File: src/rtl/lna_seq_pkg.sv
// rtl/lna_seq_pkg.sv - shared LNA defines: mode width, sequencer state encoding, register addresses
package lna_seq_pkg;

    // Width of the analog gain-mode bus
    localparam int unsigned LNA_MODE_W = 3;

    // Width of the settle/guard down-counter and the switch counter
    localparam int unsigned LNA_CNT_W  = 8;

    // LNA register block address map
    localparam logic [7:0] LNA_REG_CTRL_ADDR   = 8'h00;
    localparam logic [7:0] LNA_REG_MODE_ADDR   = 8'h04;
    localparam logic [7:0] LNA_REG_STATUS_ADDR = 8'h08;
    localparam logic [7:0] LNA_REG_SWCNT_ADDR  = 8'h0C;

    // Power sequencer states
    typedef enum logic [1:0] {
        ST_OFF    = 2'd0,
        ST_WAKE   = 2'd1,
        ST_ON     = 2'd2,
        ST_SWITCH = 2'd3
    } lna_state_e;

    typedef logic [LNA_MODE_W-1:0] lna_mode_t;

endpackage

File: src/rtl/lna_seq.sv
// rtl/lna_seq.sv - LNA power-up / gain-mode switch sequencer
module lna_seq
    import lna_seq_pkg::*;
#(
    parameter int unsigned SETTLE_CYC = 16,
    parameter int unsigned GUARD_CYC  = 4
) (
    input  logic                  clk,
    input  logic                  rst_n,
    input  logic                  pd_req,
    input  logic [LNA_MODE_W-1:0] mode_req,
    output logic                  lna_pd,
    output logic [LNA_MODE_W-1:0] lna_mode,
    output logic                  lna_on,
    output logic                  busy,
    output logic [LNA_CNT_W-1:0]  sw_cnt
);

    localparam logic [LNA_CNT_W-1:0] SETTLE_LOAD = LNA_CNT_W'(SETTLE_CYC - 1);
    localparam logic [LNA_CNT_W-1:0] GUARD_LOAD  = LNA_CNT_W'(GUARD_CYC - 1);

    lna_state_e            state_q, state_d;
    logic [LNA_CNT_W-1:0]  cnt_q, cnt_d;
    logic                  lna_pd_q, lna_pd_d;
    lna_mode_t             lna_mode_q, lna_mode_d;
    logic                  lna_on_q, lna_on_d;
    logic                  busy_q, busy_d;
    logic [LNA_CNT_W-1:0]  sw_cnt_q, sw_cnt_d;

    // Next-state and registered-output logic; power-down request overrides everything
    always_comb begin
        state_d    = state_q;
        cnt_d      = cnt_q;
        lna_pd_d   = lna_pd_q;
        lna_mode_d = lna_mode_q;
        lna_on_d   = lna_on_q;
        busy_d     = busy_q;
        sw_cnt_d   = sw_cnt_q;

        if (pd_req) begin
            state_d  = ST_OFF;
            lna_pd_d = 1'b1;
            lna_on_d = 1'b0;
            busy_d   = 1'b0;
        end else begin
            unique case (state_q)
                ST_OFF: begin
                    state_d    = ST_WAKE;
                    lna_mode_d = mode_req;
                    lna_pd_d   = 1'b0;
                    busy_d     = 1'b1;
                    cnt_d      = SETTLE_LOAD;
                end
                ST_WAKE: begin
                    // mode_req is deliberately not looked at until settled
                    if (cnt_q == '0) begin
                        state_d  = ST_ON;
                        lna_on_d = 1'b1;
                        busy_d   = 1'b0;
                    end else begin
                        cnt_d = cnt_q - 1'b1;
                    end
                end
                ST_ON: begin
                    if (mode_req != lna_mode_q) begin
                        state_d  = ST_SWITCH;
                        lna_pd_d = 1'b1;
                        lna_on_d = 1'b0;
                        busy_d   = 1'b1;
                        cnt_d    = GUARD_LOAD;
                    end
                end
                ST_SWITCH: begin
                    // A switch always completes once started, even if mode_req reverts
                    if (cnt_q == '0) begin
                        state_d    = ST_WAKE;
                        lna_mode_d = mode_req;
                        lna_pd_d   = 1'b0;
                        cnt_d      = SETTLE_LOAD;
                        sw_cnt_d   = sw_cnt_q + 1'b1;
                    end else begin
                        cnt_d = cnt_q - 1'b1;
                    end
                end
                default: begin
                    state_d  = ST_OFF;
                    lna_pd_d = 1'b1;
                    lna_on_d = 1'b0;
                    busy_d   = 1'b0;
                end
            endcase
        end
    end

    // State and output registers with asynchronous power-on defaults
    always_ff @(posedge clk or negedge rst_n) begin
        if (!rst_n) begin
            state_q    <= ST_OFF;
            cnt_q      <= '0;
            lna_pd_q   <= 1'b1;
            lna_mode_q <= '0;
            lna_on_q   <= 1'b0;
            busy_q     <= 1'b0;
            sw_cnt_q   <= '0;
        end else begin
            state_q    <= state_d;
            cnt_q      <= cnt_d;
            lna_pd_q   <= lna_pd_d;
            lna_mode_q <= lna_mode_d;
            lna_on_q   <= lna_on_d;
            busy_q     <= busy_d;
            sw_cnt_q   <= sw_cnt_d;
        end
    end

    assign lna_pd   = lna_pd_q;
    assign lna_mode = lna_mode_q;
    assign lna_on   = lna_on_q;
    assign busy     = busy_q;
    assign sw_cnt   = sw_cnt_q;

endmodule

File: config.mk
export PLATFORM = sky130hd
export DESIGN_NAME = lna_seq
export DESIGN_NICKNAME = d
export VERILOG_FILES = /design/src/rtl/lna_seq_pkg.sv /design/src/rtl/lna_seq.sv
export SDC_FILE = /design/constraint.sdc
export NUM_CORES = 1
export LEC_CHECK = 0
export BUFFER_PORTS_ARGS = -buffer_cell sky130_fd_sc_hd__clkbuf_2
export CAP_MARGIN = 20
export CORE_MARGIN = 5
export CORE_UTILIZATION = 50
export DETAILED_ROUTE_END_ITERATION = 8
export PLACE_DENSITY = 0.79
export SLEW_MARGIN = 20
export SYNTH_ARGS = -nofsm -noshare
export SYNTH_HDL_FRONTEND = slang
export SYNTH_SLANG_ARGS = --single-unit
File: constraint.sdc
create_clock -name clk -period 2.5 [get_ports clk]
set_input_delay 0.25 -clock clk [delete_from_list [all_inputs] [get_ports clk]]
set_output_delay 0.25 -clock clk [all_outputs]
set_load 0.05 [all_outputs]
==> key figures, run 1 <==
Drt
  • WL per Instance: 16.1 um
  • Final WL: 3.06 mm
  • Via density: 6.25
  • DRT Pass-1 Iters: 4
  • Final antenna-violating net count: 0
  • DRC: 0
  • Vias: 1,187
  • Initial DRC Count: 40

Floorplanning
  • Rows: 19
  • DIE WIDTH: 63.1 um
  • Die ar.: 0.00398 sq mm
  • # IOs: 20
  • Core area: 0.00273 sq mm
  • Initial core utilization: 51.6%
  • Die H: 63.1 um

Worst setup path
  • CP endpoint kind: flop
  • Max FO, Critical Path: 8
  • Worst Path Required: 2.72 ns
  • Element type at the critical path start: flop
  • Setup CP Type: reg2reg
  • Crit path DAT: 2.54 ns

Timing
  • Clk_skew: 0.00242 ns
  • Final Critical Period: 2.32 ns
  • Setup ws final: 0.179 ns
  • RSZ-0062 raised after global routing: false
  • Final Hold Fails: 0
  • Max transition margin: 56.2%
  • Final setup fails: 0
  • Fmax: 431 MHz
  • Ratio of final minimum period to clock period: 92.8%
  • TNS Setup: 0 ns
  • Worst-margin pin slew: 0.648 ns
  • Slew Limit Fails: 0

Logic synthesis
  • FF+latch count, synth: 24
  • Post-synth cell types: 42
  • Sequential area share after synthesis: 42.7%
  • Post-Syn Instances: 139
  • Syn. warnings: 0
  • Mapped Area: 0.00141 sq mm
  • Post-synth net total: 151
  • Synth Area per Inst: 10.1 sq um
  • Post-synth EDFFs: 0
  • Async set or reset register ratio after synthesis: 100%
  • Main synth FF type: dfrtp_1

Clocking
  • Clk buf depth: 2
  • Setup Buffers After CTS: 0
  • Htree depth: 1
  • CTS Root Cell: clkbuf_4
  • Total CTS buffers: 3
  • Worst-path clk slew: 0.13 ns
  • CTS tree: built
  • Sink Count: 24
  • Later-pin clock latency in the skew report: 0.31 ns

Min path
  • Hold Path Class: in2reg

Pwr
  • Leakage: 0.754 nW
  • PwrDens: 1050 mW/mm^2
  • Design Power: 1.68 mW
  • Max VDD drop: 0.904 mV

Global route
  • First-pass GRT wire length: 5.30 mm
  • Vias in the first global route: 1,206
  • Initial antenna violation count: 0
  • GRT Residual Overflow: 0
  • GRT Overall Usage: 16.1%
  • Largest net degree at the start of global routing: 25

Layout
  • Layout area overhead: 13.2%
  • Final Non-Filler Cells: 190
  • Share of cells above drive strength 1: 23.9%
  • Ant diodes: 0
  • Nets@finish: 172

Flow run
  • Max cap viols: 0

Placed design
  • Dpl hpwl: 2.29 mm
  • GPL Wtd Cong: 0.869
  • Placed Instances: 185
  • Port buffer count: 19
  • Pre-CTS WS: 0.119 ns

Status
  • Status: completed
-- stage by stage --
step                area (sq um)  hold slack, ns  utilization [%]
detailed placement          1520           0.277             55.7
global placement            1520           0.273             55.7
CTS                         1580           0.189             57.9
global route                1600           0.186             58.4
floorplan                   1410         -0.0456                -
finish                      1600           0.193             58.4
-- cells by family (layout without fill, tap and decap cells) --
| group | Yosys count | in the layout | synth area share (%) |
|---|---|---|---|
| compound gates | 37 | 37 | 19.1 |
| xor+xnor | 10 | 10 | 6.21 |
| fa+ha+maj | 6 | 6 | 5.32 |
| buf+inv | 17 | 37 | 5.59 |
| flops | 24 | 24 | 42.7 |
| mux | 6 | 6 | 4.97 |
| simple gates | 39 | 39 | 16.1 |
-- placed cells by master, fill, tap and decap left out, types with 4 or more instances in the layout --
cell type / instances
nand2_1: 5
inv_1: 11
nand4_1: 7
nor2_1: 9
dfrtp_1: 23
xnor2_1: 9
o21ai_0: 7
mux2_2: 4
ha_1: 6
a31oi_1: 5
nor3_1: 4
o31ai_1: 4
a21oi_1: 4
clkbuf_2: 19
-- sequential cells by signal, indices dropped and copies added, names as in the netlist --
register	flops
lna_pd	1
cnt_q	8
busy	1
state_q	2
sw_cnt	8
lna_mode	3
lna_on	1
-- report_power, final --
group | internal [mW] | switching (mW) | total, mW
sequential | 0.486 | 0.103 | 0.590
clock | 0.162 | 0.120 | 0.282
combinational | 0.281 | 0.525 | 0.806
total | 0.930 | 0.748 | 1.68
-- routing by layer --
metal | track usage [%] | routed length [um] | part of all wire (%)
met1 | 20.4 | 1360 | 45
met2 | 27.1 | 1540 | 50
met3 | 1.78 | 143 | 4.7
met4 | 7.43 | 10 | 0.33
met5 | 0 | 0 | 0
-- cell type report --
| class | instances | area, sq um |
|---|---|---|
| Sequential cell | 24 | 602 |
| Clock buffer | 3 | 22.5 |
| Tap cell | 31 | 38.8 |
| Multi-Input combinational cell | 98 | 742 |
| Inverter | 11 | 41.3 |
| Timing Repair Buffer | 22 | 120 |
| Fill cell | 221 | 1140 |
| Clock inverter | 1 | 30.0 |
-- final timing paths --
| kind | startpoint | to | slack, ns | depth (start not counted) |
|---|---|---|---|---|
| worst max register to register | cnt_q[0]$_DFFE_PN0P_ | cnt_q[1]$_DFFE_PN0P_ | 0.18 | 6 |
| min in group asynchronous | rst_n | cnt_q[0]$_DFFE_PN0P_ | 0.46 | 2 |
| worst min register to register | sw_cnt[7]$_DFFE_PN0P_ | sw_cnt[7]$_DFFE_PN0P_ | 0.51 | 1 |
| worst max-delay path | cnt_q[0]$_DFFE_PN0P_ | cnt_q[1]$_DFFE_PN0P_ | 0.18 | 6 |
| worst min-delay path | mode_req[1] | lna_mode[1]$_DFFE_PN0P_ | 0.19 | 2 |
| max in group asynchronous | rst_n | sw_cnt[3]$_DFFE_PN0P_ | 1.66 | 2 |
-- what timing repair did --
action	4_1_cts	5_1_grt
hold endpoints to repair	23	0
hold buffers	1	0
endpoints found under the setup margin	0	3
resized for setup	0	2
-- worst max-delay path, cell delays in order (launching register included) --
cell	delay [ns]
dfrtp_1	0.42
inv_1	0.11
ha_1	0.23
or4b_4	0.55
or3_4	0.41
o21ai_4	0.19
mux2_4	0.31
-- cell usage after synthesis (all sizes together) (2+ instances only) --
cell,count,area share [%]
xnor2,9,5.6
and3,2,0.89
or3,2,0.89
mux2,5,4.3
nor2,9,2.4
nand2b,2,0.89
a21oi,4,1.4
nand2,5,1.3
o211ai,2,1.1
nor3,4,1.4
nand4,7,3.1
o31ai,4,2.1
inv,11,2.9
nor4,3,2.4
o21ai,8,3.6
ha,6,5.3
clkbuf,4,1.1
a31oi,5,2.2
buf,2,1.6
o41ai,4,2.5
dfrtp,23,41
(Power assumes the default switching activity.)
==> run 2, diff against run 1 <==
--- a/config.mk
+++ b/config.mk
@@ -8,9 +8,9 @@
 export BUFFER_PORTS_ARGS = -buffer_cell sky130_fd_sc_hd__clkbuf_2
 export CAP_MARGIN = 20
 export CORE_MARGIN = 5
-export CORE_UTILIZATION = 50
+export CORE_UTILIZATION = 30
 export DETAILED_ROUTE_END_ITERATION = 8
-export PLACE_DENSITY = 0.79
+export PLACE_DENSITY = 0.55
 export SLEW_MARGIN = 20
 export SYNTH_ARGS = -nofsm -noshare
 export SYNTH_HDL_FRONTEND = slang
==> run 2 against run 1 <==
Total power is 3.7% lower. Maximum frequency fell by 3.5%. First-iteration DRC count rose by 130%. Global-route usage shrank 4.7 points. Largest power group unchanged. Highest routed layer unchanged.
==> key figures, run 2 (same netlist as run 1, synthesis figures left out) <==
Min path
  • Min-Delay Startpoint: mode_req[0]
  • Hold Path Class: in2reg
  • Hold EP: lna_mode[0]$_DFFE_PN0P_
  • Hold Path Depth: 2

Placed design
  • GPL Wtd Cong: 0.850
  • Port buffer count: 19
  • Dpl hpwl: 2.51 mm

Global route
  • GRT Residual Overflow: 0
  • Vias in the first global route: 1,228
  • First-pass GRT wire length: 5.69 mm
  • Initial antenna violation count: 0
  • GRT Overall Usage: 11.3%
  • Largest net degree at the start of global routing: 25

Timing
  • Clk_skew: 0.00563 ns
  • Final Hold Fails: 0
  • Worst-margin pin slew: 0.669 ns
  • Final Critical Period: 2.41 ns
  • TNS Setup: 0 ns
  • RSZ-0062 raised after global routing: false
  • Ratio of final minimum period to clock period: 96.2%
  • Final setup fails: 0
  • Fmax: 416 MHz
  • Max transition margin: 54.8%
  • Slew Limit Fails: 0

Worst setup path
  • Worst reg2reg path depth: 6
  • Buf+Inv Stages, Crit Path: 1
  • Critical path's top delay family: simple AND/OR/NAND/NOR gates
  • Worst Path Required: 2.65 ns
  • Worst R2R Start: cnt_q[0]$_DFFE_PN0P_
  • Reg2reg end: cnt_q[1]$_DFFE_PN0P_
  • Worst-path cell chain: inv_1, ha_1, or4b_4, or3_1, o21ai_4, mux2_4
  • Slowest CP cell: or4b_4
  • Setup CP Type: reg2reg
  • Max FO, Critical Path: 8
  • Crit path DAT: 2.56 ns
  • Flop2flop setup slack: 0.09 ns
  • CP endpoint kind: flop
  • Crit-path max cell delay: 0.55 ns
  • Element type at the critical path start: flop

Floorplanning
  • Core area: 0.00463 sq mm
  • Initial core utilization: 30.5%
  • Die H: 78.6 um
  • # IOs: 20
  • DIE WIDTH: 78.6 um
  • Rows: 25
  • Die ar.: 0.00617 sq mm

Clocking
  • CTS Root Cell: clkbuf_8
  • Clk buf depth: 2
  • Worst-path clk slew: 0.09 ns
  • Later-pin clock latency in the skew report: 0.27 ns
  • Setup Buffers After CTS: 0
  • Gates resized, CTS repair: 0
  • Htree depth: 1
  • Total CTS buffers: 3
  • Sink Count: 24
  • CTS Hold Bufs: 1
  • CTS tree: built

Layout
  • Share of cells above drive strength 1: 21.5%
  • Most frequent cells in the layout: dfrtp_1 (23), clkbuf_2 (19), inv_1 (11), xnor2_1 (9), nor2_1 (9)
  • Layout area overhead: 13.3%
  • Ant diodes: 0
  • Fillers: 484
  • Commonest non-fill, non-tap cell in the layout: dfrtp_1
  • Nets@finish: 171

Drt
  • Initial DRC Count: 90
  • Via density: 5.49
  • DRT Pass-1 Iters: 4
  • Vias: 1,164
  • DRC: 0
  • Final WL: 3.30 mm
  • Final antenna-violating net count: 0
  • WL per Instance: 15.5 um

Pwr
  • Leakage: 0.737 nW
  • Max VDD drop: 0.448 mV
  • Design Power: 1.62 mW
  • PwrDens: 1010 mW/mm^2

Status
  • Status: completed

Flow run
  • Max cap viols: 0
[run 2: power by group]
group	internal, mW	switching, mW	total, mW	leakage, nW
Sequential	0.487	0.0994	0.587	0.311
Combinational	0.270	0.523	0.793	0.404
Clock	0.114	0.122	0.236	0.0228
[run 2: stage by stage]
stage	area (sq um)	setup WS [ns]	cells	utilization [%]	hold WS [ns]
2_1_floorplan	1410	0.233	139	-	-0.0456
6_report	1600	0.0950	212	34.5	0.245
4_1_cts	1600	0.0991	212	34.5	0.238
3_5_place_dp	1540	0.127	207	33.3	0.294
5_1_grt	1600	0.00662	212	34.5	0.245
3_3_place_gp	1540	0.183	207	33.3	0.289
[run 2: cell type report]
cell class | count | area [sq um] | share of cell area [%]
Clock buffer | 4 | 45.0 | 2.82
Inverter | 11 | 41.3 | 2.58
Multi-Input combinational cell | 98 | 729 | 45.7
Sequential cell | 24 | 602 | 37.7
Tap cell | 54 | 67.6 | 4.23
Timing Repair Buffer | 21 | 113 | 7.05
[run 2: worst max-delay path by stage]
| stage | start | cells past startpoint | endpoint | slack [ns] |
|---|---|---|---|---|
| global placement | cnt_q[0]$_DFFE_PN0P_ | 6 | cnt_q[1]$_DFFE_PN0P_ | 0.18 |
| finish | cnt_q[0]$_DFFE_PN0P_ | 6 | cnt_q[1]$_DFFE_PN0P_ | 0.09 |
| global route | cnt_q[0]$_DFFE_PN0P_ | 6 | cnt_q[1]$_DFFE_PN0P_ | 0.007 |
| CTS | cnt_q[0]$_DFFE_PN0P_ | 6 | cnt_q[1]$_DFFE_PN0P_ | 0.1 |
| floorplan | cnt_q[0]$_DFFE_PN0P_ | 8 | cnt_q[1]$_DFFE_PN0P_ | 0.23 |
| detailed placement | cnt_q[0]$_DFFE_PN0P_ | 6 | cnt_q[1]$_DFFE_PN0P_ | 0.13 |
[run 2: routing by layer]
metal	share of wire, %	GRT usage (%)
met1	43	13.1
met2	52	20.9
met3	4.0	2.06
met4	1.2	3.67
met5	0	0
